File: src/rtl/mc_pkg.sv
// Shared definitions for the multicycle MIPS-subset core.
// Contents: opcode/funct encodings, FSM state encoding, ALU operation codes,
// and small decode helpers used by the top-level control logic.
package mc_pkg;

    // Primary opcodes (ir[31:26])
    localparam logic [5:0] OP_RTYPE = 6'h00;
    localparam logic [5:0] OP_J     = 6'h02;
    localparam logic [5:0] OP_BEQ   = 6'h04;
    localparam logic [5:0] OP_ADDI  = 6'h08;
    localparam logic [5:0] OP_LW    = 6'h23;
    localparam logic [5:0] OP_SW    = 6'h2B;
    localparam logic [5:0] OP_HALT  = 6'h3F;

    // R-type function codes (ir[5:0])
    localparam logic [5:0] FN_ADD = 6'h20;
    localparam logic [5:0] FN_SUB = 6'h22;
    localparam logic [5:0] FN_AND = 6'h24;
    localparam logic [5:0] FN_OR  = 6'h25;
    localparam logic [5:0] FN_SLT = 6'h2A;

    typedef enum logic [2:0] {
        S_FETCH  = 3'd0,
        S_DECODE = 3'd1,
        S_EXEC   = 3'd2,
        S_MEM    = 3'd3,
        S_WB     = 3'd4,
        S_HALT   = 3'd5
    } state_t;

    typedef enum logic [2:0] {
        ALU_ADD = 3'd0,
        ALU_SUB = 3'd1,
        ALU_AND = 3'd2,
        ALU_OR  = 3'd3,
        ALU_SLT = 3'd4
    } alu_op_t;

    // Unknown functs never reach the ALU result (they trap in EXEC),
    // so falling back to ADD is harmless.
    function automatic alu_op_t funct_to_op(input logic [5:0] funct);
        case (funct)
            FN_SUB:  return ALU_SUB;
            FN_AND:  return ALU_AND;
            FN_OR:   return ALU_OR;
            FN_SLT:  return ALU_SLT;
            default: return ALU_ADD;
        endcase
    endfunction

    function automatic logic is_legal(input logic [5:0] opcode, input logic [5:0] funct);
        case (opcode)
            OP_RTYPE: return (funct == FN_ADD) || (funct == FN_SUB) || (funct == FN_AND) ||
                             (funct == FN_OR)  || (funct == FN_SLT);
            OP_J, OP_BEQ, OP_ADDI, OP_LW, OP_SW, OP_HALT: return 1'b1;
            default:  return 1'b0;
        endcase
    endfunction

endpackage

File: src/rtl/mc_regfile.sv
// Architectural register file for the multicycle core.
// Ports: clk/rst (async active-high clear of all registers), two
// asynchronous read ports (raddr_a/rdata_a, raddr_b/rdata_b) and one
// synchronous write port (we, waddr, wdata). Register 0 always reads zero
// and writes to it are dropped.
module mc_regfile #(
    parameter int NREGS  = 32,
    parameter int RIDX_W = 5
) (
    input  logic              clk,
    input  logic              rst,
    input  logic [RIDX_W-1:0] raddr_a,
    input  logic [RIDX_W-1:0] raddr_b,
    output logic [31:0]       rdata_a,
    output logic [31:0]       rdata_b,
    input  logic              we,
    input  logic [RIDX_W-1:0] waddr,
    input  logic [31:0]       wdata
);

    logic [31:0] regs [NREGS];

    always_ff @(posedge clk or posedge rst) begin
        if (rst) begin
            for (int i = 0; i < NREGS; i++) begin
                regs[i] <= '0;
            end
        end else if (we && (waddr != '0)) begin
            regs[waddr] <= wdata;
        end
    end

    assign rdata_a = (raddr_a == '0) ? 32'h0 : regs[raddr_a];
    assign rdata_b = (raddr_b == '0) ? 32'h0 : regs[raddr_b];

endmodule

File: src/rtl/multicycle_datapath.sv
// Multicycle MIPS-subset core: one shared ALU, one unified word-addressed
// memory port, sequenced by a six-state FSM (FETCH/DECODE/EXEC/MEM/WB/HALT).
// Ports: clk, rst (async active-high); memory port mem_req/mem_we/mem_addr/
// mem_wdata/mem_rdata/mem_ready; status halted/illegal; debug pc_out and
// state_out (raw FSM encoding).
//
// Memory handshake: mem_req is decoded from the registered state only (plus
// rst so a reset drops it at once). While mem_req=1, mem_addr/mem_we/mem_wdata
// come from registers that do not change until the cycle in which
// mem_ready=1; that cycle completes the transfer and mem_rdata is sampled on
// its closing edge. Ready in the first request cycle is allowed.
module multicycle_datapath
    import mc_pkg::*;
#(
    parameter int          ADDR_W   = 8,
    parameter int          NREGS    = 32,
    parameter logic [31:0] RESET_PC = 32'h0000_0000
) (
    input  logic              clk,
    input  logic              rst,
    output logic              mem_req,
    output logic              mem_we,
    output logic [ADDR_W-1:0] mem_addr,
    output logic [31:0]       mem_wdata,
    input  logic [31:0]       mem_rdata,
    input  logic              mem_ready,
    output logic              halted,
    output logic              illegal,
    output logic [31:0]       pc_out,
    output logic [2:0]        state_out
);

    localparam int RIDX_W = (NREGS > 2) ? $clog2(NREGS) : 1;

    state_t      state_q, state_d;
    logic [31:0] pc_q, ir_q, a_q, b_q, alu_out_q, mdr_q;
    logic        illegal_q;

    // Instruction fields
    logic [5:0]  opcode, funct;
    logic [15:0] imm16;
    logic [25:0] imm26;
    logic [31:0] sext_imm;
    logic        legal;

    assign opcode   = ir_q[31:26];
    assign funct    = ir_q[5:0];
    assign imm16    = ir_q[15:0];
    assign imm26    = ir_q[25:0];
    assign sext_imm = {{16{imm16[15]}}, imm16};
    assign legal    = is_legal(opcode, funct);

    // Register file
    logic [31:0]       rf_a, rf_b, rf_wdata;
    logic [RIDX_W-1:0] rf_waddr;
    logic              rf_we;

    assign rf_we    = (state_q == S_WB);
    assign rf_waddr = (opcode == OP_RTYPE) ? ir_q[11+:RIDX_W] : ir_q[16+:RIDX_W];
    assign rf_wdata = (opcode == OP_LW) ? mdr_q : alu_out_q;

    mc_regfile #(.NREGS(NREGS), .RIDX_W(RIDX_W)) u_regfile (
        .clk     (clk),
        .rst     (rst),
        .raddr_a (ir_q[21+:RIDX_W]),
        .raddr_b (ir_q[16+:RIDX_W]),
        .rdata_a (rf_a),
        .rdata_b (rf_b),
        .we      (rf_we),
        .waddr   (rf_waddr),
        .wdata   (rf_wdata)
    );

    // Shared ALU: computes the branch target in DECODE, the instruction
    // result / effective address in EXEC.
    logic [31:0] alu_a, alu_b, alu_y;
    alu_op_t     alu_op;

    always_comb begin
        alu_a  = a_q;
        alu_b  = sext_imm;
        alu_op = ALU_ADD;
        if (state_q == S_DECODE) begin
            alu_a = pc_q;
            alu_b = {sext_imm[29:0], 2'b00};
        end else if (opcode == OP_RTYPE) begin
            alu_b  = b_q;
            alu_op = funct_to_op(funct);
        end
    end

    always_comb begin
        case (alu_op)
            ALU_SUB: alu_y = alu_a - alu_b;
            ALU_AND: alu_y = alu_a & alu_b;
            ALU_OR:  alu_y = alu_a | alu_b;
            ALU_SLT: alu_y = {31'b0, $signed(alu_a) < $signed(alu_b)};
            default: alu_y = alu_a + alu_b;
        endcase
    end

    // FSM next state
    always_comb begin
        state_d = state_q;
        case (state_q)
            S_FETCH:  if (mem_ready) state_d = S_DECODE;
            S_DECODE: state_d = S_EXEC;
            S_EXEC: begin
                if (!legal) begin
                    state_d = S_HALT;
                end else begin
                    case (opcode)
                        OP_RTYPE, OP_ADDI: state_d = S_WB;
                        OP_LW, OP_SW:      state_d = S_MEM;
                        OP_HALT:           state_d = S_HALT;
                        default:           state_d = S_FETCH;  // beq, j
                    endcase
                end
            end
            S_MEM:    if (mem_ready) state_d = (opcode == OP_LW) ? S_WB : S_FETCH;
            S_WB:     state_d = S_FETCH;
            default:  state_d = S_HALT;
        endcase
    end

    always_ff @(posedge clk or posedge rst) begin
        if (rst) state_q <= S_FETCH;
        else     state_q <= state_d;
    end

    // Datapath registers
    always_ff @(posedge clk or posedge rst) begin
        if (rst) begin
            pc_q      <= RESET_PC;
            ir_q      <= '0;
            a_q       <= '0;
            b_q       <= '0;
            alu_out_q <= '0;
            mdr_q     <= '0;
            illegal_q <= 1'b0;
        end else begin
            case (state_q)
                S_FETCH: begin
                    if (mem_ready) begin
                        ir_q <= mem_rdata;
                        pc_q <= pc_q + 32'd4;
                    end
                end
                S_DECODE: begin
                    a_q       <= rf_a;
                    b_q       <= rf_b;
                    alu_out_q <= alu_y;
                end
                S_EXEC: begin
                    if (!legal) begin
                        illegal_q <= 1'b1;
                    end else begin
                        case (opcode)
                            OP_RTYPE, OP_ADDI, OP_LW, OP_SW: alu_out_q <= alu_y;
                            OP_BEQ: if (a_q == b_q) pc_q <= alu_out_q;
                            OP_J:   pc_q <= {pc_q[31:28], imm26, 2'b00};
                            default: ;
                        endcase
                    end
                end
                S_MEM: begin
                    if (mem_ready && (opcode == OP_LW)) mdr_q <= mem_rdata;
                end
                default: ;
            endcase
        end
    end

    // Outputs
    assign mem_req   = !rst && ((state_q == S_FETCH) || (state_q == S_MEM));
    assign mem_we    = !rst && (state_q == S_MEM) && (opcode == OP_SW);
    assign mem_addr  = (state_q == S_MEM) ? alu_out_q[ADDR_W+1:2] : pc_q[ADDR_W+1:2];
    assign mem_wdata = b_q;
    assign halted    = (state_q == S_HALT);
    assign illegal   = illegal_q;
    assign pc_out    = pc_q;
    assign state_out = state_q;

endmodule

File: config.mk
export PLATFORM = sky130hd
export DESIGN_NAME = multicycle_datapath
export DESIGN_NICKNAME = d
export VERILOG_FILES = /design/src/rtl/mc_pkg.sv /design/src/rtl/mc_regfile.sv /design/src/rtl/multicycle_datapath.sv
export SDC_FILE = /design/constraint.sdc
export NUM_CORES = 2
export LEC_CHECK = 0
export CORE_UTILIZATION = 25
export DETAILED_ROUTE_END_ITERATION = 12
export SETUP_SLACK_MARGIN = 0.05
export SYNTH_ARGS = -nofsm -noshare
export SYNTH_HDL_FRONTEND = slang
export SYNTH_HIERARCHICAL = 1
export SYNTH_SLANG_ARGS = --single-unit
File: constraint.sdc
create_clock -name clk -period 52.5 [get_ports clk]
set_input_delay 7.875 -clock clk [delete_from_list [all_inputs] [get_ports clk]]
set_output_delay 7.875 -clock clk [all_outputs]
set_load 0.01 [all_outputs]
==> run_results.csv <==
group,metric,value,unit
outcome,status,"finished, violations left",
outcome,violations,"capacitance limit",
finish,final_common_cell,"dfrtp_1",
clock_network,clkTransAtPathRegs,60,ps
yosys,synthTopCellsByArea,"dfrtp_1 44%, mux2_2 18%, mux4_2 12%, mux4_1 2.6%, nand2_1 2.4%",
floorplan,chipWidth,531,um
timing,setup_viol,0,
placement,dpl.hpwl,148000,um
power_and_ir_drop,p_total,5.16,mW
clock_network,cts_tree,"built",
yosys,async_reset_ff_share,100,%
route,vias_per_cell,5.39,
worst_setup_path,criticalPathCategory,"in2out",
placement,io_buffers,113,
floorplan,core_area,277000,um2
route,dr.pass1.iters,8,
yosys,syn_area,70100,um2
timing,min_period,17890,ps
global_route,grtUsageTotal,16.6,%
timing,maxSlewHeadroom,0.266,%
finish,layout.area.seq,30600,um2
clock_network,cts.path.max_buffers,3,
finish,syn_to_final_growth,12.3,%
finish,final_area,78700,um2
power_and_ir_drop,power_density,65.6,nW/um2
clock_network,h-tree-depth,4,
yosys,syn-num-nets,5569,
global_route,grt_pass1_wl,351000,um
floorplan,start_util,25.2,%
yosys,seq_area_frac_synth,43.6,%
finish,multi_input_area,36400,um2
global_route,grt_overflow,0,
yosys,synthCells,5435,
timing,fin_crit_sh,34.1,%
clock_network,cts-hold-fix-buffers,0,
route,ant_nets,0,
route,first_iter_violations,5040,
placement,place_congestion,0.884,
worst_hold_path,min_path_cells,0,
floorplan,io_pins,114,
finish,layout_common_cells,"1209 x dfrtp_1, 1129 x mux2_2, 430 x nand2_1",
floorplan,fp.dieH,531,um
yosys,synth-seq-cells,1220,
global_route,grt_pass1_vias,49700,
worst_setup_path,critPathLaunchType,"input port",
timing,worstMarginPinSlew,1490,ps
worst_setup_path,worstPathArrival,10010,ps
timing,max_freq,0.0559,GHz
clock_network,clockRootBuffer,"clkbuf_16",
yosys,yosysTopAreaCell,"dfrtp_1",
timing,maxSlewViolCount,0,
worst_setup_path,r2r_cells,15,
clock_network,post_cts_resize_count,0,
timing,finalSetupTns,0,ps
timing,hold_viol_final,0,
worst_setup_path,crit_fanout,115,
route,wl_per_cell,26.3,um
route,drcViolationCount,0,
yosys,avgSynthCellArea,12.9,um2
clock_network,post_cts_buffers,0,
timing,rsz0062_at_grt,"false",
finish,n_fill_cell,28000,
timing,fin_skew,40.9,ps
yosys,yosysUniqueCellTypes,88,
clock_network,numCtsBuffers,136,
global_route,antenna_found_initial,10,
floorplan,fp.dieArea,282000,um2
finish,layout-drive-gt1-share,36.2,%
power_and_ir_drop,power.leakage,34.9,nW
run,max_cap_violations,1,
clock_network,cts.sinks,1220,
yosys,yosysTopAreaCellShare,43.6,%
worst_setup_path,endpoint_kind,"output pin",
worst_hold_path,hp-class,"reg2reg",
route,num_vias,49000,
power_and_ir_drop,irDropWorstVdd,0.0435,mV
finish,final_net_count,5408,
floorplan,rows,193,
route,totalWireLength,239000,um
yosys,synth_flop_cell,"dfrtp_1",
yosys,synth_edf_count,0,
placement,place_area,74100,um2
clock_network,clk-insertion-delay-late,810,ps
global_route,grt_max_degree,132,
worst_setup_path,critPathRequiredTime,44620,ps
yosys,yosys_warnings,6,
[worst max-delay path, cell delays in order]
cell and delay, ps:
clkdlybuf4s50_1 610, inv_8 670, and4_1 300, clkdlybuf4s50_1 540
[kinds of logic (layout without fill, tap and decap cells)]
family          after synthesis  after routing  share of synthesized area, %
mux                        1778           1778                          35.9
flops                      1220           1220                          43.6
compound gates              839            839                          8.12
simple gates                805            805                          5.25
buf+inv                     648            595                          4.83
fa+ha+maj                    99             99                          1.79
xor+xnor                     46             46                         0.575
other cells                   0              3                             0
[registers in the layout, indices dropped and copies added (netlist names)]
signal,count
mem_wdata,32
a_q,32
pc_out,32
u_regfile/regs,1024
mdr_q,32
ir_q,32
alu_out_q,32
state_out,3
illegal,1
[layout make-up]
type | count | area share [%]
Multi-Input combinational cell | 3567 | 46.3
Sequential cell | 1220 | 38.8
Tap cell | 3705 | 5.89
Clock buffer | 202 | 5.04
Timing Repair Buffer | 235 | 2.67
Clock inverter | 44 | 0.730
Inverter | 114 | 0.566
Antenna cell | 3 | 0.00954
[power by group]
part           switching (mW)  total, mW  internal, mW
logic                    1.56       2.61          1.05
clock network           0.413      0.979         0.567
registers               0.313       1.58          1.26
[layer usage]
metal / track usage [%] / wire [um]
met4: 6.66 / 9720
met2: 26.2 / 110000
met1: 21.9 / 98800
met3: 3.72 / 21000
met5: 0 / 53
[worst paths after layout]
path                                             end  slack, ps                 start
worst max register to register         alu_out_q[21]      46890              ir_q[29]
worst max-delay path                          mem_we      34610                   rst
max in group asynchronous        u_regfile/regs[386]      40580                   rst
min in group asynchronous        u_regfile/regs[733]       7810                   rst
worst min-delay path            u_regfile/regs[1009]        400  u_regfile/regs[1009]
worst min register to register  u_regfile/regs[1009]        400  u_regfile/regs[1009]
[Yosys cell counts (26+ instances only)]
cell         n
inv_1      111
xor2_1      34
o211ai_1    26
buf_2      120
nor2_1     106
nor2b_1     82
buf_4       59
dfrtp_1   1220
a21oi_1    138
nand3_1     26
o21ai_1     86
mux2_2    1129
a211oi_1    81
clkbuf_1   273
mux4_2     380
buf_6       62
ha_1        97
mux4_1      68
nand2_1    445
a311oi_1    66
mux2_1      38
o21ai_0    133
mux2i_1    163
a221oi_1    55
a22oi_1     68
[stage by stage]
step / hold WS (ps) / setup slack, ps / utilization (%) / cells
floorplan: 438 / 15810 / - / 5435
global placement: 374 / 34560 / 26.7 / 8841
detailed placement: 385 / 34560 / 26.7 / 8841
CTS: 397 / 34550 / 28.4 / 9087
global route: 409 / 34390 / 28.4 / 9087
finish: 396 / 34610 / 28.4 / 9090
No activity file was read; power rests on OpenSTA's default activity.
